File: config.mk
export PLATFORM = sky130hd
export DESIGN_NAME = led_fade_pwm_flat
export DESIGN_NICKNAME = d
export VERILOG_FILES = /design/src/rtl/led_fade_pwm_if.sv /design/src/rtl/led_fade_pwm.sv /design/src/flat_wrapper.sv
export SDC_FILE = /design/constraint.sdc
export NUM_CORES = 1
export LEC_CHECK = 0
export CAP_MARGIN = 20
export CORE_MARGIN = 2
export CORE_UTILIZATION = 50
export CTS_CLUSTER_DIAMETER = 200
export DETAILED_ROUTE_END_ITERATION = 8
export HOLD_SLACK_MARGIN = 0.1
export PLACE_DENSITY = 0.75
export SYNTH_ARGS = -nofsm -noshare
export SYNTH_HDL_FRONTEND = slang
export SYNTH_SLANG_ARGS = --single-unit
File: constraint.sdc
create_clock -name clock -period 3.9 [get_ports clock]
set_input_delay 1.17 -clock clock [delete_from_list [all_inputs] [get_ports clock]]
set_output_delay 1.17 -clock clock [all_outputs]
set_load 0.05 [all_outputs]
File: src/rtl/led_fade_pwm_if.sv
// LED fade stage signal bundle: blinker level and mode in, PWM drive and status out.
// No latency of its own; it only groups wires.
// No backpressure: every signal is a plain level.
interface led_fade_pwm_if #(
  parameter int PWM_BITS = 8
);
  logic                led_in;
  logic                enable;
  logic                led_pwm;
  logic [PWM_BITS-1:0] level;
  logic                busy;

  // Upstream side: drives the blinker level and the mode, watches the LED drive.
  modport master (
    output led_in,
    output enable,
    input  led_pwm,
    input  level,
    input  busy
  );

  // Fade stage side.
  modport slave (
    input  led_in,
    input  enable,
    output led_pwm,
    output level,
    output busy
  );
endinterface

File: src/rtl/led_fade_pwm.sv
// Breathing LED driver: ramps PWM brightness up/down following the blinker's level.
// Latency: level moves STEP_CYCLES clocks after a ramp starts; led_pwm is one clock behind level.
// No backpressure: led_in is sampled every clock and the outputs are always valid.
module led_fade_pwm #(
  parameter int PWM_BITS    = 8,
  parameter int STEP_CYCLES = 50_000
) (
  input  logic           clock,
  input  logic           reset_n,
  led_fade_pwm_if.slave  bus
);

  localparam int CNT_W = (STEP_CYCLES > 1) ? $clog2(STEP_CYCLES) : 1;

  localparam logic [PWM_BITS-1:0] LVL_MAX      = {PWM_BITS{1'b1}};
  localparam logic [PWM_BITS-1:0] LVL_ONE      = PWM_BITS'(1);
  localparam logic [PWM_BITS-1:0] LVL_PWM_LAST = LVL_MAX - LVL_ONE;
  localparam logic [CNT_W-1:0]    STEP_LAST    = CNT_W'(STEP_CYCLES - 1);

  typedef enum logic [1:0] {
    S_OFF  = 2'd0,
    S_UP   = 2'd1,
    S_ON   = 2'd2,
    S_DOWN = 2'd3
  } state_t;

  state_t              r_state;
  logic [PWM_BITS-1:0] r_level;
  logic [PWM_BITS-1:0] r_pwm_cnt;
  logic [CNT_W-1:0]    r_step_cnt;
  logic                r_busy;
  logic                r_led_pwm;

  logic w_tick;

  // A brightness step is due when the step timer sits on its last count.
  assign w_tick = (r_step_cnt == STEP_LAST);

  // Reset release is expected to be synchronised upstream (board reset logic);
  // assertion clears everything immediately, aborting any ramp in flight.
  // Ramp state machine: level, step timer and busy all move together with state.
  always_ff @(posedge clock or negedge reset_n) begin
    if (!reset_n) begin
      r_state    <= S_OFF;
      r_level    <= '0;
      r_step_cnt <= '0;
      r_busy     <= 1'b0;
    end else if (!bus.enable) begin
      // Bypass: snap straight to full on/off so a later enable resumes cleanly.
      r_state    <= bus.led_in ? S_ON : S_OFF;
      r_level    <= bus.led_in ? LVL_MAX : '0;
      r_step_cnt <= '0;
      r_busy     <= 1'b0;
    end else begin
      case (r_state)
        S_OFF: begin
          r_level    <= '0;
          r_step_cnt <= '0;
          if (bus.led_in) begin
            r_state <= S_UP;
            r_busy  <= 1'b1;
          end else begin
            r_busy  <= 1'b0;
          end
        end

        S_UP: begin
          if (!bus.led_in) begin
            // Reversal beats a coincident step: level holds, timer restarts.
            r_state    <= S_DOWN;
            r_step_cnt <= '0;
            r_busy     <= 1'b1;
          end else if (w_tick) begin
            r_step_cnt <= '0;
            if (r_level >= LVL_PWM_LAST) begin
              r_level <= LVL_MAX;
              r_state <= S_ON;
              r_busy  <= 1'b0;
            end else begin
              r_level <= r_level + LVL_ONE;
              r_busy  <= 1'b1;
            end
          end else begin
            r_step_cnt <= r_step_cnt + 1'b1;
            r_busy     <= 1'b1;
          end
        end

        S_ON: begin
          r_level    <= LVL_MAX;
          r_step_cnt <= '0;
          if (!bus.led_in) begin
            r_state <= S_DOWN;
            r_busy  <= 1'b1;
          end else begin
            r_busy  <= 1'b0;
          end
        end

        S_DOWN: begin
          if (bus.led_in) begin
            r_state    <= S_UP;
            r_step_cnt <= '0;
            r_busy     <= 1'b1;
          end else if (w_tick) begin
            r_step_cnt <= '0;
            // A reversal at level 0 can land here; saturate rather than wrap.
            if (r_level <= LVL_ONE) begin
              r_level <= '0;
              r_state <= S_OFF;
              r_busy  <= 1'b0;
            end else begin
              r_level <= r_level - LVL_ONE;
              r_busy  <= 1'b1;
            end
          end else begin
            r_step_cnt <= r_step_cnt + 1'b1;
            r_busy     <= 1'b1;
          end
        end

        default: begin
          r_state    <= S_OFF;
          r_level    <= '0;
          r_step_cnt <= '0;
          r_busy     <= 1'b0;
        end
      endcase
    end
  end

  // PWM: counter period is MAX clocks so level MAX gives a solid 1 and 0 a solid 0.
  always_ff @(posedge clock or negedge reset_n) begin
    if (!reset_n) begin
      r_pwm_cnt <= '0;
      r_led_pwm <= 1'b0;
    end else begin
      r_pwm_cnt <= (r_pwm_cnt == LVL_PWM_LAST) ? '0 : r_pwm_cnt + LVL_ONE;
      r_led_pwm <= (r_pwm_cnt < r_level);
    end
  end

  assign bus.led_pwm = r_led_pwm;
  assign bus.level   = r_level;
  assign bus.busy    = r_busy;

endmodule

File: src/flat_wrapper.sv
// flat-port wrapper written by rule: the top's interface ports become plain ports
module led_fade_pwm_flat 
#(
  parameter int PWM_BITS    = 8,
  parameter int STEP_CYCLES = 50_000
)
  (clock, reset_n, bus_led_in, bus_enable, bus_led_pwm, bus_level, bus_busy);
  led_fade_pwm_if #(.PWM_BITS(PWM_BITS)) bus_i ();
  input  logic clock;
  input  logic reset_n;
  input wire logic [$bits(bus_i.led_in)-1:0] bus_led_in;
  input wire logic [$bits(bus_i.enable)-1:0] bus_enable;
  output wire logic [$bits(bus_i.led_pwm)-1:0] bus_led_pwm;
  output wire logic [$bits(bus_i.level)-1:0] bus_level;
  output wire logic [$bits(bus_i.busy)-1:0] bus_busy;
  assign bus_i.led_in = bus_led_in;
  assign bus_i.enable = bus_enable;
  assign bus_led_pwm = bus_i.led_pwm;
  assign bus_level = bus_i.level;
  assign bus_busy = bus_i.busy;
  led_fade_pwm #(.PWM_BITS(PWM_BITS), .STEP_CYCLES(STEP_CYCLES)) u_core (.clock(clock), .reset_n(reset_n), .bus(bus_i));
endmodule
==> key figures <==
Status
  – Status: finished, final reports clean

Power
  – Worst vdd ir: about 0.24 mV
  – Pleak: approximately 0.0011 uW
  – Logic pwr share: 49.8%
  – Sequential share of power: 31.5%
  – NetSw: 773 uW
  – Pint: 949 uW
  – Sw Ratio: 44.9%
  – Pwr/cell area: roughly 630 nW/um^2
  – Clock share of power: around a fifth

Floorplan
  – # IOs: 14
  – Die width: 73.9 um
  – Die ar.: 5450 um^2
  – Initial Utilization: a little over 50%
  – Die Y: 73.9 um
  – Total core area: 4720 um^2
  – FP Rows: 25

Setup path
  – Data required time at the worst endpoint: 2730 ps
  – CP startpoint kind: flip-flop
  – CP max stage cell: clkdlybuf4s50_1
  – CP max stage delay: between 800 and 900 ps
  – Endpoint class of the critical path: output pin
  – Setup CP Type: flip-flop to output pin
  – Critical-path cell list: clkdlybuf4s50_1
  – CP bufs+invs: 1
  – Critical Path Fanout Max: 13
  – Top delay family on crit path: buffers and inverters
  – Crit path DAT: 1800 ps

Final layout
  – Layout net count: 302
  – Layout cells sized above 1: 6.05%
  – Commonest cells after routing, fill and taps aside: 36 x dfrtp_1, 33 x nor2_1, 21 x nand2_1
  – Number of antenna cells inserted: 0
  – Fin area: 2730 um^2
  – Fillers: 424
  – Most common library cell in the layout ignoring fill and taps: dfrtp_1
  – Area growth, synth to finish: 11.9%

Global routing
  – Pin count of the biggest net entering global routing: 37
  – Global Route Usage Sum: 20.2%
  – Vias in the first global route: 1800
  – Initial antenna violation count: 0
  – Total gr overflow: 0
  – First-pass GRT wire length: about 8.5 mm

Timing
  – Max Freq: 337 MHz
  – Period utilization: 76.2%
  – Minimum clock period: between 2000 and 3000 ps
  – Max-slew headroom: 46.0%
  – Tightest Pin Transition: 810 ps
  – Clock skew: 7.62 ps
  – TNS Setup: 0 ps
  – # setup viols final: 0
  – Final max-slew violation count: 0
  – Unrepaired setup endpoints after global routing: false
  – Final hold violation count: 0

Drt
  – Routed Antenna Nets: 0
  – 1st-pass router iterations: 4
  – Initial drt markers: between 150 and 200
  – DR DRC count: 0
  – Vias post-DR: 1954
  – Post-DR vias/cell: 5.61
  – Routed len/inst: 14.3 um
  – Post-Route WL: 4.98 mm

Yosys
  – Netlist Area Pre-Place: approximately 2400 um^2
  – Syn nets: 290
  – #FFs+latches synth: 36
  – Post-synthesis sequential area ratio: 36.9%
  – Top post-synthesis cells by area: dfrtp_1 37%, ha_1 9.2%, xnor2_1 6.8%
  – Netlist cell types: 50
  – Cell count after synthesis: 268
  – Ys Warns: 0
  – Ys flop type: dfrtp_1
  – Number of flops mapped to enable cells by yosys: 0
  – Mean area per synthesized cell: 9.10 um^2
  – Synth top area share: 36.9%
  – Most area-hungry cell type in the Yosys netlist: dfrtp_1
  – Fraction of registers with async set/reset: 100%

Min path
  – Worst hold-check path type: flip-flop to flip-flop

Clocking
  – Clk_lat worst skew: about 280 ps
  – Post-CTS Setup Inserts: 0
  – PostCTS Resize Cnt: 0
  – # clock sinks: 36
  – CTS Hold Bufs: 0
  – CTS clk-pin slew, worst paths: 70 ps
  – Root buffer cell: clkbuf_8
  – Maximum buffer depth of the clock tree: 2
  – CTS Buf Count: 5
  – CTS H-tree lvls: 2
  – CTS tree: built

Placed design
  – Placed wire-length estimate: roughly 3.6 mm
  – Global placement routability congestion: 0.879
  – IO buf count: 13
  – Placed cell area: 2620 um^2

Run
  – Maximum capacitance violations: 0
-- per-stage QoR --
step	power [uW]	cells	setup slack (ps)	utilization (%)	hold slack (ps)
2_1_floorplan	1170	268	1310	-	424
3_3_place_gp	1390	340	849	55.5	439
3_5_place_dp	1400	340	770	55.5	442
4_1_cts	1720	348	947	57.8	452
5_1_grt	1840	348	850	57.8	509
6_report	1720	348	930	57.8	446
-- cells in the mapped netlist, drive strengths merged (3+ instances only) --
library cell / instances
xnor2: 19
and3: 3
nor2: 33
nand3: 12
nor3: 3
or4bb: 3
a21oi: 11
a21boi: 3
clkbuf: 9
o21ai: 10
nand4: 4
o221ai: 3
o31ai: 3
nor2b: 4
or3: 3
dfrtp: 36
nand2: 21
o41ai: 3
ha: 18
inv: 20
and4: 4
a221o: 5
xor2: 10
-- sequential cells by signal, indices dropped and copies added (netlist names) --
| register | flops |
|---|---|
| u_core.bus.led_pwm | 1 |
| u_core.r_state | 2 |
| u_core.r_step_cnt | 16 |
| u_core.bus.busy | 1 |
| u_core.bus.level | 8 |
| u_core.r_pwm_cnt | 8 |
-- final cells by class --
type / instances / area [um^2] / area share (%)
clock inverter: 2 / 35.0 / 1.28
sequential: 36 / 901 / 33.0
multi-input combinational: 203 / 1430 / 52.4
inverter: 20 / 75.1 / 2.75
tap: 67 / 83.8 / 3.07
clock buffer: 6 / 72.6 / 2.66
timing repair buffer: 14 / 133 / 4.86
-- worst paths after layout --
kind | startpoint | to | slack (ps) | cells after the start
max | u_core.bus.level[1]$_DFFE_PN0P_ | bus_level[1] | 930 | 1
min | u_core.r_step_cnt[0]$_DFF_PN0_ | u_core.r_step_cnt[0]$_DFF_PN0_ | 450 | 1
max reg2reg | u_core.r_step_cnt[11]$_DFF_PN0_ | u_core.bus.level[1]$_DFFE_PN0P_ | 1320 | 5
min reg2reg | u_core.r_step_cnt[0]$_DFF_PN0_ | u_core.r_step_cnt[0]$_DFF_PN0_ | 450 | 1
max in group asynchronous | reset_n | u_core.r_step_cnt[13]$_DFF_PN0_ | 2410 | 1
min in group asynchronous | reset_n | u_core.r_state[0]$_DFFE_PN0P_ | 970 | 1
-- logic make-up (layout without fill, tap and decap cells) --
family | after synthesis | in the layout | synth area share (%)
muxes | 2 | 2 | 0.821
and+or+nand+nor | 101 | 101 | 21.7
buffers and inverters | 29 | 42 | 4.46
AOI/OAI and AO/OA | 53 | 53 | 16.5
xor gates and xnor gates | 29 | 29 | 10.4
adders and majority gates | 18 | 18 | 9.23
DFF | 36 | 36 | 36.9
-- layer usage --
metal	part of all wire (%)	GRT usage [%]	vias to the layer above
met5	0	0	-
met4	1.2	4.85	0
met3	5.7	4.25	6
met2	47	32.8	57
met1	46	27.7	918
li1	-	-	973
-- power groups by stage --
stage	Combinational, uW	Sequential (uW)	Clock, uW
3_5_place_dp	852	547	0
3_3_place_gp	841	545	0
4_1_cts	855	539	330
6_report	858	542	322
2_1_floorplan	531	640	0
5_1_grt	942	555	345
No activity file was read; power rests on OpenSTA's default activity.
